==> config.mk <==
export PLATFORM = sky130hd
export DESIGN_NAME = freq_meter
export DESIGN_NICKNAME = d
export VERILOG_FILES = /design/src/rtl/freq_meter.sv
export SDC_FILE = /design/constraint.sdc
export NUM_CORES = 1
export LEC_CHECK = 0
export CAP_MARGIN = 15
export CORE_MARGIN = 1.5
export CORE_UTILIZATION = 47
export CTS_BUF_LIST = sky130_fd_sc_hd__clkbuf_4
export CTS_CLUSTER_DIAMETER = 30
export CTS_CLUSTER_SIZE = 12
export DETAILED_ROUTE_END_ITERATION = 8
export GPL_ROUTABILITY_DRIVEN = 1
export GPL_TIMING_DRIVEN = 0
export PLACE_DENSITY = 0.67
export SLEW_MARGIN = 20
export SYNTH_ARGS = -nofsm -noshare
export SYNTH_HDL_FRONTEND = slang
export SYNTH_SLANG_ARGS = --single-unit
==> constraint.sdc <==
create_clock -name clk -period 2.2 [get_ports clk]
set_input_delay 0.33 -clock clk [delete_from_list [all_inputs] [get_ports clk]]
set_output_delay 0.33 -clock clk [all_outputs]
set_load 0.05 [all_outputs]
==> src/rtl/freq_meter.sv <==
// freq_meter: measures the divider's output clock (div_in) by counting its
// rising edges over a fixed window of GATE_CYCLES system clocks.
//
// Flow: IDLE -> ARM (1 cycle) -> GATE (GATE_CYCLES cycles) -> DONE (1 cycle).
// The result (count/overflow) is registered on the GATE->DONE edge and is
// qualified by a one-cycle count_valid strobe during DONE. With continuous=1
// the FSM loops DONE->ARM, giving one result every GATE_CYCLES+2 clocks.
//
// Optional feature, macro FREQ_METER_RANGE_CHECK_EN: adds exp_min/exp_max
// inputs and an in_range output that flags whether the latest result lies
// inside [exp_min, exp_max] without overflow.
//
// Reset is asynchronous and active-high on port 'reset'.

module freq_meter #(
  parameter int GATE_CYCLES = 1000,  // gate window length in clk cycles (>= 2)
  parameter int GATE_W      = 16,    // gate counter width, holds GATE_CYCLES-1
  parameter int CNT_W       = 12,    // edge counter / result width
  parameter int SYNC_STAGES = 2      // synchronizer depth on div_in (>= 2)
) (
  input  logic             clk,
  input  logic             reset,
  input  logic             div_in,
  input  logic             start,
  input  logic             continuous,
`ifdef FREQ_METER_RANGE_CHECK_EN
  input  logic [CNT_W-1:0] exp_min,
  input  logic [CNT_W-1:0] exp_max,
  output logic             in_range,
`endif
  output logic [CNT_W-1:0] count,
  output logic             count_valid,
  output logic             busy,
  output logic             overflow
);

  typedef enum logic [1:0] {
    S_IDLE = 2'd0,
    S_ARM  = 2'd1,
    S_GATE = 2'd2,
    S_DONE = 2'd3
  } state_t;

  localparam logic [GATE_W-1:0] GATE_LOAD = GATE_W'(GATE_CYCLES - 1);
  localparam logic [CNT_W-1:0]  CNT_MAX   = {CNT_W{1'b1}};

  state_t             state;
  logic [SYNC_STAGES-1:0] sync_q;
  logic               hist_q;
  logic               rise;
  logic [GATE_W-1:0]  gate_cnt;
  logic [CNT_W-1:0]   edge_cnt;
  logic               ovf_q;
  logic [CNT_W-1:0]   edge_next;
  logic               ovf_next;
`ifdef FREQ_METER_RANGE_CHECK_EN
  logic               range_next;
`endif

  // Synchronize div_in into clk and keep one history flop for edge detection.
  // NOTE: non-blocking assignments let each stage sample the previous stage's
  // old value, which is what makes this a shift register rather than a wire.
  always_ff @(posedge clk or posedge reset) begin
    if (reset) begin
      sync_q <= '0;
      hist_q <= 1'b0;
    end else begin
      sync_q <= {sync_q[SYNC_STAGES-2:0], div_in};
      hist_q <= sync_q[SYNC_STAGES-1];
    end
  end

  assign rise = sync_q[SYNC_STAGES-1] & ~hist_q;

  // Next edge count with saturation; an increment attempted at max flags overflow.
  // NOTE: every output of this block gets a default first so no path through it
  // can leave a value unassigned and infer a latch.
  always_comb begin
    edge_next = edge_cnt;
    ovf_next  = ovf_q;
    if (rise) begin
      if (edge_cnt == CNT_MAX) begin
        ovf_next = 1'b1;
      end else begin
        edge_next = edge_cnt + 1'b1;
      end
    end
  end

`ifdef FREQ_METER_RANGE_CHECK_EN
  // Range comparison on the value about to be latched as the result; an
  // inverted window (exp_min > exp_max) can never be satisfied.
  always_comb begin
    range_next = 1'b0;
    if (!ovf_next && (exp_min <= edge_next) && (edge_next <= exp_max)) begin
      range_next = 1'b1;
    end
  end
`endif

  // Measurement FSM with registered outputs; busy tracks the next state so it
  // is high exactly while the FSM sits in ARM, GATE or DONE.
  always_ff @(posedge clk or posedge reset) begin
    if (reset) begin
      state       <= S_IDLE;
      gate_cnt    <= '0;
      edge_cnt    <= '0;
      ovf_q       <= 1'b0;
      count       <= '0;
      count_valid <= 1'b0;
      busy        <= 1'b0;
      overflow    <= 1'b0;
`ifdef FREQ_METER_RANGE_CHECK_EN
      in_range    <= 1'b0;
`endif
    end else begin
      count_valid <= 1'b0;
      case (state)
        S_IDLE: begin
          if (start || continuous) begin
            state <= S_ARM;
            busy  <= 1'b1;
          end
        end

        S_ARM: begin
          edge_cnt <= '0;
          gate_cnt <= GATE_LOAD;
          ovf_q    <= 1'b0;
          state    <= S_GATE;
        end

        S_GATE: begin
          edge_cnt <= edge_next;
          ovf_q    <= ovf_next;
          if (gate_cnt == '0) begin
            // Last gate cycle: its own rise is already folded into edge_next.
            state       <= S_DONE;
            count       <= edge_next;
            overflow    <= ovf_next;
            count_valid <= 1'b1;
`ifdef FREQ_METER_RANGE_CHECK_EN
            in_range    <= range_next;
`endif
          end else begin
            gate_cnt <= gate_cnt - 1'b1;
          end
        end

        S_DONE: begin
          if (continuous) begin
            state <= S_ARM;
          end else begin
            state <= S_IDLE;
            busy  <= 1'b0;
          end
        end

        default: begin
          state <= S_IDLE;
          busy  <= 1'b0;
        end
      endcase
    end
  end

endmodule

==> results.py, run 1 <==
metrics = {
    "timing": {
        "rsz0062_at_grt": "false",
        "fin_crit_sh_pct": 96.4,
        "finalSetupTns_ns": 0,
        "setup-violations-final": 0,
        "slew_viol_final": 0,
        "hold_violations": 0,
        "finalCriticalPeriod_ns": 2.12,
        "worst_slew_pin_slew_ns": 0.602,
        "slew_headroom_pct": 59.6,
        "fmax_mhz": 471,
        "clock-skew-final_ns": 0.0305,
    },
    "status": {
        "status": "finished clean",
    },
    "layout": {
        "register_area_mm2": 0.00123,
        "areaGrowthSynthToFinish_pct": 17.5,
        "drive_gt1_share_pct": 18.3,
        "mostFrequentLayoutCells": "47 x dfrtp_1, 23 x nand2_1, 22 x a21oi_1",
        "fill_cells": 536,
        "multi_input_area_mm2": 0.00158,
        "antenna_cells": 0,
        "fin_nets": 339,
        "mostFrequentLayoutCell": "dfrtp_1",
    },
    "worst_setup_path": {
        "reg2reg_slack_ns": 0.08,
        "critical_path_required_ns": 2.47,
        "cpMaxStageDelayCell": "o41ai_4",
        "critPathLaunchType": "flop",
        "r2r_end": "count[1]",
        "r2r_start": "edge_cnt[0]",
        "cp.depth": 5,
        "path_delay_family": "multiplexers",
        "cp_max_fo": 7,
        "arrival_ns": 2.39,
        "cp-end-kind": "flop",
        "cp_slowest_stage_delay_ns": 0.52,
        "path_buf_inv": 0,
        "path_class": "reg2reg",
        "crit_top_cell": "mux2_2",
        "path_cells": "ha_1 > nand3_1 > o41ai_4 > mux2_2 > mux2_2",
        "reg2reg_depth": 5,
    },
    "cts": {
        "hold_buffers": 0,
        "path_clk_slew_ns": 0.16,
        "htree_levels": 2,
        "cts_tree": "built",
        "cts_sinks": 49,
        "root_buffer": "clkbuf_4",
        "numCtsBuffers": 5,
        "clockBufferDepth": 2,
        "clkLatencyLatePin_ns": 0.38,
    },
    "route": {
        "via_count": 2436,
        "ant_nets": 0,
        "drt_iter0_markers": 84,
        "drt_pass1_iterations": 4,
        "vias_per_cell": 6.04,
        "finalWirelength_um": 6640,
        "route.detailed.drc": 0,
        "wl_per_cell_um": 16.5,
    },
    "yosys": {
        "synth_cell_types": 58,
        "synthArstFlopShare_pct": 100,
        "synthSimpleGateAreaFrac_pct": 24.1,
        "ys_ff_latch": 49,
        "synthAdderAreaFrac_pct": 3.09,
        "yosysSeqAreaShare_pct": 43.3,
        "synthCells": 292,
        "synth_area_mm2": 0.00283,
        "synth_mux_area_share_pct": 6.93,
        "syn_area_per_cell_um2": 9.71,
        "synth_xor_area_share_pct": 1.24,
        "synthesis.nets": 304,
        "synth_edf_count": 0,
        "yosys_warnings": 0,
        "synth-compound-area-share_pct": 17.8,
        "synth-main-ff-cell": "dfrtp_1",
        "synth_top_family_by_area": "simple AND/OR/NAND/NOR gates",
    },
    "power": {
        "finalPower_mw": 2.51,
        "intPower_mw": 1.42,
        "p_sw_share_pct": 43.3,
        "ir_drop_v": 0.000445,
        "power.density_mw_per_mm2": 754,
        "switching_power_mw": 1.09,
        "seqPwrFrac_pct": 43.3,
        "pwr-share-comb_pct": 40.0,
        "p_leak_nw": 1.37,
        "clkPwrFrac_pct": 16.7,
    },
    "flow_run": {
        "maxCapViolCount": 0,
    },
    "die": {
        "core_mm2": 0.00589,
        "die_h_um": 80.7,
        "rows": 28,
        "initial_core_util_pct": 48.2,
        "die_area_mm2": 0.00650,
        "die_x_um": 80.7,
        "num_io_pins": 20,
    },
    "global_route": {
        "grt_max_degree": 35,
        "grt_pass1_vias": 2284,
        "antenna_found_initial": 0,
        "grt_usage_pct": 22.2,
        "grt-ovfl-total": 0,
        "grt_pass1_wl_um": 11000,
    },
    "worst_hold_path": {
        "holdCritPathClass": "in2async",
    },
    "placed_design": {
        "gp_routability_congestion": 0.866,
        "io_buffers": 19,
        "dp_hpwl_um": 4570,
    },
}
## metrics by stage
step	setup slack (ns)	cells	utilization, %	cell area [um^2]	hold slack (ns)
after floorplan	0.211	292	-	2830	0.331
after global placement	-0.309	386	53.0	3120	0.343
after detailed placement	-0.0821	387	53.3	3140	0.337
after CTS	0.000110	395	54.7	3220	0.235
after global routing	0.000703	403	56.6	3330	0.257
final	0.0782	403	56.6	3330	0.210
## state kept, by name, indices dropped and copies added, names as in the netlist
register and flops:
busy 1, count 12, count_valid 1, edge_cnt 12, gate_cnt 16, hist_q 1
overflow 1, ovf_q 1, state 2, sync_q 2
## worst reg2reg max path: cells and delay by family (launching register included)
family | cells | cell delay, ns
and+or+nand+nor | 1 | 0.19
DFF | 1 | 0.45
muxes | 2 | 0.64
adders and majority gates | 1 | 0.19
AOI/OAI and AO/OA | 1 | 0.52
## layer usage
metal	share of wire [%]	GRT usage [%]	vias to the layer above
met5	0	0	-
met2	48	36.4	46
met3	3.0	4.43	12
met4	1.6	7.07	0
met1	48	29.2	1197
li1	-	-	1181
## worst max path at each step
| stage | slack, ns | from | endpoint |
|---|---|---|---|
| global placement | -0.31 | reset | count[8] |
| global route | 0.0007 | gate_cnt[0] | count[8] |
| floorplan | 0.21 | edge_cnt[0] | count[8] |
| detailed placement | -0.08 | gate_cnt[0] | count[10] |
| finish | 0.08 | edge_cnt[0] | count[1] |
| CTS | 0.0001 | gate_cnt[0] | state[1] |
## power by group through the flow
| stage | clock [mW] | sequential, mW | combinational, mW |
|---|---|---|---|
| after floorplan | 0 | 1.09 | 0.676 |
| after global placement | 0 | 1.08 | 0.945 |
| after detailed placement | 0 | 1.09 | 0.973 |
| after CTS | 0.425 | 1.08 | 0.981 |
| after global routing | 0.460 | 1.10 | 1.11 |
| final | 0.420 | 1.09 | 1.00 |
## what timing repair did
action	4_1_cts	5_1_grt
setup buffers	0	8
hold endpoints to repair	0	0
setup endpoints to repair	11	23
pin swaps	1	3
resized for setup	7	19
## final cells by class
| class | count | area share (%) |
|---|---|---|
| multi-input cells | 219 | 47.4 |
| flip-flops and latches | 49 | 36.9 |
| repair buffers | 28 | 8.11 |
| well taps | 75 | 2.82 |
| inverters | 15 | 1.69 |
| plain buffers | 9 | 1.54 |
| clock buffers | 5 | 1.13 |
| clock inverters | 3 | 0.376 |
## synth_stat cells (3+ instances only)
master     count  share of area (%)
dfrtp_1       49                 43
a21oi_1       23                4.1
nand2_1       23                3.0
inv_1         14                1.9
nor2_1        14                1.9
o21ai_0       13                2.3
nand3_1       12                2.1
nor3_1        12                2.1
mux2_2         9                3.6
mux2i_1        8                2.8
clkbuf_1       7               0.93
ha_1           7                3.1
nor4_1         7                1.5
a31oi_1        6                1.3
and4_1         6                1.9
nand4_1        5                1.1
nor2b_1        5                1.1
o211ai_1       5                1.3
a2bb2oi_1      4                1.2
and3_1         4               0.88
or3_1          4               0.88
xnor2_1        4                1.2
nand2b_1       3               0.66
o311ai_0       3               0.93
o31ai_1        3               0.79
or4_1          3               0.79
## cells by family (layout without fill, tap and decap cells)
kind of cell / after synthesis / in the layout
AOI/OAI and AO/OA: 74 / 74
and+or+nand+nor: 116 / 116
xor gates and xnor gates: 4 / 4
DFF: 49 / 49
buffers and inverters: 24 / 60
adders and majority gates: 7 / 7
muxes: 18 / 18
(Power assumes the default switching activity.)
==> run 2: changes to the inputs <==
Settings changed: SLEW_MARGIN 20 to 40.
==> run 2 against run 1 <==
Net effect:
- worst setup slack improved by 0.030 ns
- design area unchanged
- first-iteration DRC count increased by 26%
- critical path type unchanged
- register-to-register slack improved by 0.03 ns
==> results.py, run 2 (synthesized netlist as in run 1, its figures left out) <==
metrics = {
    "worst_setup_path": {
        "critPathLaunchType": "flop",
        "path_class": "reg2reg",
        "reg2reg_depth": 5,
        "cp-end-kind": "flop",
        "arrival_ns": 2.36,
        "cp_max_fo": 7,
        "critical_path_required_ns": 2.47,
    },
    "timing": {
        "hold_violations": 0,
        "finalWorstSetupSlack_ns": 0.109,
        "slew_viol_final": 0,
        "worst_slew_pin_slew_ns": 0.657,
        "slew_headroom_pct": 55.9,
        "finalCriticalPeriod_ns": 2.09,
        "setup-violations-final": 0,
        "rsz0062_at_grt": "false",
        "finalSetupTns_ns": 0,
        "fmax_mhz": 478,
        "clock-skew-final_ns": 0.0201,
        "fin_crit_sh_pct": 95.1,
    },
    "placed_design": {
        "placed_cell_area_mm2": 0.00314,
        "gp_routability_congestion": 0.866,
        "dp_hpwl_um": 4570,
        "io_buffers": 19,
        "preCtsSetupSlack_ns": -0.0811,
    },
    "layout": {
        "areaGrowthSynthToFinish_pct": 17.5,
        "fin_nets": 338,
        "mostFrequentLayoutCells": "47 x dfrtp_1, 23 x nand2_1, 22 x a21oi_1",
        "final_util_pct": 56.6,
        "largest-register": "gate_cnt",
        "largest_reg_flops": 16,
        "final_area_mm2": 0.00333,
        "drive_gt1_share_pct": 18.0,
        "reg.largest.list": "gate_cnt (16), count (12), edge_cnt (12)",
        "antenna_cells": 0,
        "mostFrequentLayoutCell": "dfrtp_1",
    },
    "route": {
        "vias_per_cell": 5.99,
        "finalWirelength_um": 6550,
        "route.detailed.drc": 0,
        "wl_per_cell_um": 16.3,
        "ant_nets": 0,
        "drt_iter0_markers": 106,
        "via_count": 2407,
        "drt_pass1_iterations": 4,
    },
    "power": {
        "ir_drop_v": 0.000497,
        "finalPower_mw": 2.50,
        "power.density_mw_per_mm2": 750,
        "p_leak_nw": 1.36,
    },
    "cts": {
        "root_buffer": "clkbuf_4",
        "hold_buffers": 0,
        "cts_tree": "built",
        "numCtsBuffers": 5,
        "clkLatencyLatePin_ns": 0.38,
        "path_clk_slew_ns": 0.15,
        "htree_levels": 2,
        "cts_sinks": 49,
        "clockBufferDepth": 2,
    },
    "global_route": {
        "grt_max_degree": 35,
        "grt_pass1_vias": 2285,
        "grt_usage_pct": 22.0,
        "antenna_found_initial": 0,
        "grt_pass1_wl_um": 11000,
        "grt-ovfl-total": 0,
    },
    "die": {
        "num_io_pins": 20,
        "die_area_mm2": 0.00650,
        "rows": 28,
        "core_mm2": 0.00589,
        "die_x_um": 80.7,
        "initial_core_util_pct": 48.2,
        "die_h_um": 80.7,
    },
    "flow_run": {
        "maxCapViolCount": 0,
    },
    "worst_hold_path": {
        "holdCritPathClass": "in2async",
    },
    "status": {
        "status": "finished clean",
    },
}
run 2: cell types whose count changed in the layout (fill, tap and decap cells not counted):
cell | previous run | this run
clkbuf_2 | 3 | 2
inv_2 | 1 | 0
nor4_2 | 4 | 5
buf_4 | 9 | 8
clkbuf_1 | 2 | 3
inv_4 | 0 | 1
nor4_1 | 4 | 3
run 2: where the power goes:
group | switching, mW | leakage (nW) | internal, mW
clock network | 0.297 | 0.0300 | 0.117
logic | 0.669 | 0.702 | 0.329
registers | 0.110 | 0.628 | 0.976
total | 1.08 | 1.36 | 1.42
run 2: worst max-delay path, stage by stage (launching register included):
cell and delay (ns):
dfrtp_2 0.45, ha_1 0.19, nand3_1 0.19, o41ai_4 0.50, mux2_2 0.38, mux2_2 0.26
run 2: layout make-up:
class / instances / area (um^2)
Clock buffer: 5 / 37.5
Tap cell: 75 / 93.8
Fill cell: 536 / 2550
Timing Repair Buffer: 27 / 263
Inverter: 15 / 58.8
Sequential cell: 49 / 1230
Clock inverter: 3 / 12.5
Multi-Input combinational cell: 219 / 1590
Buffer: 9 / 50.0
run 2: final timing paths:
check,from,end,slack (ns)
worst max-delay path,edge_cnt[0],count[1],0.11
worst max register to register,edge_cnt[0],count[1],0.11
min in group clk,sync_q[0],sync_q[1],0.38
worst min register to register,sync_q[0],sync_q[1],0.38
max in group asynchronous,reset,overflow,1.53
worst min-delay path,reset,busy,0.20
run 2: timing repair:
| item | CTS | global route |
|---|---|---|
| hold endpoints to repair | 0 | 0 |
| endpoints found under the setup margin | 12 | 22 |
| gates resized for setup | 7 | 18 |
| pin swaps | 1 | 3 |
| setup buffers | 0 | 7 |
run 2: layer usage:
layer / part of all wire (%) / GRT usage, % / vias to the layer above
li1: - / - / 1177
met1: 48 / 29.9 / 1184
met2: 48 / 35.3 / 35
met3: 2.0 / 3.75 / 11
met4: 1.6 / 7.59 / 0
met5: 0 / 0 / -
run 2: metrics by stage:
step,cells,hold WS (ns)
after detailed placement,387,0.337
after CTS,395,0.210
final,402,0.203
after global placement,386,0.343
after global routing,402,0.221
after floorplan,292,0.331
==> run 3: changes to the inputs <==
Settings changed: RECOVER_POWER set to 100.
==> run 3 against run 2 <==
Net effect:
- clock skew shrank 0.0012 ns
- first-iteration DRC count shrank 21%
- worst setup slack lost 0.015 ns
- total power shrank 0.68%
- sequential share of layout area grew 0.39 points
- worst hold slack gained 0.17 ns
- via count shrank 0.62%
- non-clock buffer count is the same
- critical path depth grew 2
- largest cell class unchanged
- largest power group unchanged
==> results.py, run 3 (synthesized netlist as in run 1, its figures left out) <==
metrics = {
    "power": {
        "p_leak_nw": 1.39,
        "power.density_mw_per_mm2": 753,
        "finalPower_mw": 2.48,
        "ir_drop_v": 0.000500,
    },
    "timing": {
        "fin_crit_sh_pct": 95.7,
        "finalWorstSetupSlack_ns": 0.0940,
        "worst_slew_pin_slew_ns": 0.861,
        "setup-violations-final": 0,
        "slew_viol_final": 0,
        "clock-skew-final_ns": 0.0190,
        "holdWs_ns": 0.375,
        "fmax_mhz": 475,
        "slew_headroom_pct": 42.6,
        "finalCriticalPeriod_ns": 2.11,
        "finalSetupTns_ns": 0,
        "hold_violations": 0,
        "rsz0062_at_grt": "false",
    },
    "layout": {
        "reg.largest.list": "gate_cnt (16), count (12), edge_cnt (12)",
        "antenna_cells": 0,
        "finalNonFillerCells": 402,
        "final_util_pct": 56.0,
        "mostFrequentLayoutCells": "47 x dfrtp_1, 23 x nand2_1, 22 x a21oi_1",
        "largest_reg_flops": 16,
        "mostFrequentLayoutCell": "dfrtp_1",
        "final_area_mm2": 0.00330,
        "fin_nets": 338,
        "drive_gt1_share_pct": 16.8,
        "largest-register": "gate_cnt",
        "areaGrowthSynthToFinish_pct": 16.3,
    },
    "global_route": {
        "grt_max_degree": 35,
        "use_met1_pct": 29.9,
        "grt_pass1_vias": 2285,
        "grt_pass1_wl_um": 11000,
        "grt-ovfl-total": 0,
        "top_usage_layer": "met2",
        "use_met3_pct": 3.75,
        "antenna_found_initial": 0,
        "grt_usage_pct": 22.0,
        "met2_usage_pct": 35.3,
    },
    "cts": {
        "root_buffer": "clkbuf_4",
        "numCtsBuffers": 5,
        "path_clk_slew_ns": 0.15,
        "htree_levels": 2,
        "cts_tree": "built",
        "cts_sinks": 49,
        "clockBufferDepth": 2,
        "hold_buffers": 0,
        "clkLatencyLatePin_ns": 0.38,
    },
    "worst_hold_path": {
        "holdCritPathClass": "reg2reg",
    },
    "placed_design": {
        "io_buffers": 19,
        "placed_cell_area_mm2": 0.00314,
        "gp_routability_congestion": 0.866,
        "dp_hpwl_um": 4570,
        "preCtsSetupSlack_ns": -0.0811,
        "placed_cells": 387,
    },
    "die": {
        "num_io_pins": 20,
        "initial_core_util_pct": 48.2,
        "rows": 28,
        "core_mm2": 0.00589,
        "die_x_um": 80.7,
        "die_area_mm2": 0.00650,
        "die_h_um": 80.7,
    },
    "route": {
        "finalWirelength_um": 6530,
        "ant_nets": 0,
        "via_count": 2392,
        "drt_iter0_markers": 84,
        "route.detailed.drc": 0,
        "vias_per_cell": 5.95,
        "drt_pass1_iterations": 4,
        "wl_per_cell_um": 16.2,
    },
    "worst_setup_path": {
        "critPathLaunchType": "flop",
        "path_class": "reg2reg",
        "cp-end-kind": "flop",
        "critical_path_required_ns": 2.47,
        "cp_max_fo": 10,
        "arrival_ns": 2.38,
    },
    "flow_run": {
        "maxCapViolCount": 0,
    },
    "status": {
        "status": "finished clean",
    },
}
==> run 3: path summary, 6_finish.rpt <==
kind                              from           to  slack, ns  cells after the start
max                        edge_cnt[0]  edge_cnt[1]       0.09                      7
min                          sync_q[0]    sync_q[1]       0.38                      0
max reg2reg                edge_cnt[0]  edge_cnt[1]       0.09                      7
min reg2reg                  sync_q[0]    sync_q[1]       0.38                      0
max in group asynchronous        reset  gate_cnt[0]       0.46                      3
min in group asynchronous        reset         busy       0.46                      2
==> run 3: timing repair <==
action	in CTS	in global routing
resized for setup	7	18
pin swaps	1	3
setup endpoints to repair	12	22
setup buffers	0	7
==> run 3: area by class of cell <==
cell class / count / area, um^2
inverters: 15 / 57.6
repair buffers: 27 / 240
plain buffers: 9 / 50.0
flip-flops and latches: 49 / 1230
multi-input cells: 219 / 1580
fillers: 539 / 2590
well taps: 75 / 93.8
clock buffers: 5 / 37.5
clock inverters: 3 / 12.5
==> run 3: per-layer routing <==
layer / part of all wire [%] / vias up
met2: 49 / 30
li1: - / 1177
met3: 2.3 / 9
met5: 0 / -
met4: 1.5 / 0
met1: 47 / 1176
==> run 3: critical path: stages (launching register included) <==
cell       delay (ns)
dfrtp_2          0.45
ha_1             0.19
nand3_1          0.19
o41ai_4          0.49
clkbuf_1         0.23
buf_6            0.17
o2bb2ai_1        0.07
a31o_2           0.20
==> run 3: report_power, final <==
group	leakage [nW]	total, mW	internal, mW	switching (mW)
Combinational	0.734	0.983	0.321	0.662
Sequential	0.628	1.09	0.976	0.110
Clock	0.0300	0.411	0.116	0.295
Total	1.39	2.48	1.41	1.07
==> RTL edit (settings of run 3) <==
Reset style: synchronous (`reset`), changed in 2 clocked blocks. Comments in the files are not updated.
--- a/src/rtl/freq_meter.sv
+++ b/src/rtl/freq_meter.sv
@@ -61,5 +61,5 @@
   // NOTE: non-blocking assignments let each stage sample the previous stage's
   // old value, which is what makes this a shift register rather than a wire.
-  always_ff @(posedge clk or posedge reset) begin
+  always_ff @(posedge clk) begin
     if (reset) begin
       sync_q <= '0;
@@ -101,5 +101,5 @@
   // Measurement FSM with registered outputs; busy tracks the next state so it
   // is high exactly while the FSM sits in ARM, GATE or DONE.
-  always_ff @(posedge clk or posedge reset) begin
+  always_ff @(posedge clk) begin
     if (reset) begin
       state       <= S_IDLE;
Behaviour: differs if reset is asserted again (counterexample within 4 cycles, from zero or initial values and one cycle with reset high); with reset held inactive, the same outputs for 10 cycles.
==> RTL edit against run 3 <==
Highest routed layer unchanged; clock skew is 0.0067 ns lower; synthesized area down 12%; largest power group is now combinational logic; design area is 14% lower; wire length down 11%; worst setup slack better by 0.075 ns; power rose by 24%; largest cell class unchanged; sequential cell count unchanged.
==> RTL edit: results (changes against run 3) <==
Gate count of the mapped netlist: 303 (+3.8%). The cell at the slowest stage of the critical path is sky130_fd_sc_hd__dfxtp_1. The all-layer global routing usage came out at 21.2% (-0.80 points). The run gives 4.10 mm (-10%) as the total half-perimeter wirelength after legalization and detailed placement. The share of total power in sequential cells was 38.3% (-5.5 points). Fmax: 492 MHz (+3.7%).

The count of filler cells inserted in the layout was 505 (-6.3%); the share of post-route cells with drive strength above 1 was 8.28% (-8.5 points). For hold timing, the worst endpoint is hist_q. Ranked by instance count, the synthesized netlist is headed by 49 x sky130_fd_sc_hd__dfxtp_1, 37 x sky130_fd_sc_hd__nor2_1, 27 x sky130_fd_sc_hd__nand2_1, 15 x sky130_fd_sc_hd__a21oi_1, 15 x sky130_fd_sc_hd__clkbuf_1. The power consumed by combinational cells was 1490 uW (+52%); the detail-routed net length per standard cell was 14.6 um (-9.9%). The number of well taps was 70 (-6.7%). The fraction of power spent switching nets was 44.4% (+1.4 points); the fraction of synthesized area in multiplexers was 0.400% (-6.5 points). The mean number of vias per cell was 5.68 (-4.5%). The tools report the instance area at placement as 2770 sq um (-12%). The pin count of the biggest net entering global routing came out at 14 (-60%). The total nets after synthesis was 314 (+3.3%); the share of cell area taken by flip-flops and latches was 34.6% (-2.7 points). The tools report the number of placed instances, taps included as 391 (+1.0%). The logs give 0.707 mV (+41%) for the maximum ir drop on the vdd rail and 0.347 ns (-0.0280 ns) for the final hold slack. Most used flip-flop cell after synthesis: sky130_fd_sc_hd__dfxtp_1.

The run finished with clean final reports. The tools report the via count of the first global-routing pass as 2094 (-8.4%). The run gives 27.9% (-2.0 points) as the global routing usage on met1. The post-cts gate resize count was 2 (-5); the number of clock-tree buffers in the layout was 6 (+1). The number of stages on the worst hold path is 2 (+2). The adder and majority gate portion of the synthesized area was 3.00% (-0.094 points). The first-pass detailed-route iteration total is 5 (+1), and the sequential power is 1180 uW (+8%).

The number of buffers added on ports works out to 18 (-1). For the wire length of the first global-routing pass, the log shows 9.97 mm (-9.0%). The end of the worst register-to-register path is edge_cnt[9].

The critical path's top delay family is simple AND/OR/NAND/NOR gates. In this run the most critical hold path is launched from reset. The relative area of clock buffers and inverters in the final design is 1.72% (+0.20 points).

The tools report the arrival time of data at the critical path endpoint as 2.31 ns (-0.07 ns). Yosys attributes the largest share of cell area to sky130_fd_sc_hd__dfxtp_1 39%, sky130_fd_sc_hd__nor2_1 5.5%, sky130_fd_sc_hd__nand2_1 4.0%. The fraction of standard cell area in multi-input logic came out at 50.2% (+2.4 points). The run gives 188 um (+27%) as the routed length on met3.
[RTL edit: cell types whose count changed after synthesis, moves of 7 or more]
cell,delta
sky130_fd_sc_hd__dfrtp_1,-49
sky130_fd_sc_hd__a211oi_1,+7
sky130_fd_sc_hd__o21ai_0,-9
sky130_fd_sc_hd__nor2_1,+23
sky130_fd_sc_hd__mux2i_1,-7
sky130_fd_sc_hd__dfxtp_1,+49
sky130_fd_sc_hd__a21oi_1,-8
sky130_fd_sc_hd__xor2_1,+10
sky130_fd_sc_hd__inv_1,-7
sky130_fd_sc_hd__clkbuf_1,+8
sky130_fd_sc_hd__mux2_2,-9
[RTL edit: kinds of logic (layout without fill, tap and decap cells)]
logic type | count (synthesis) | in the layout
xor gates and xnor gates | 15 | 15
muxes | 1 | 1
AOI/OAI and AO/OA | 61 | 61
DFF | 49 | 49
and+or+nand+nor | 142 | 142
adders and majority gates | 6 | 6
buffers and inverters | 29 | 52
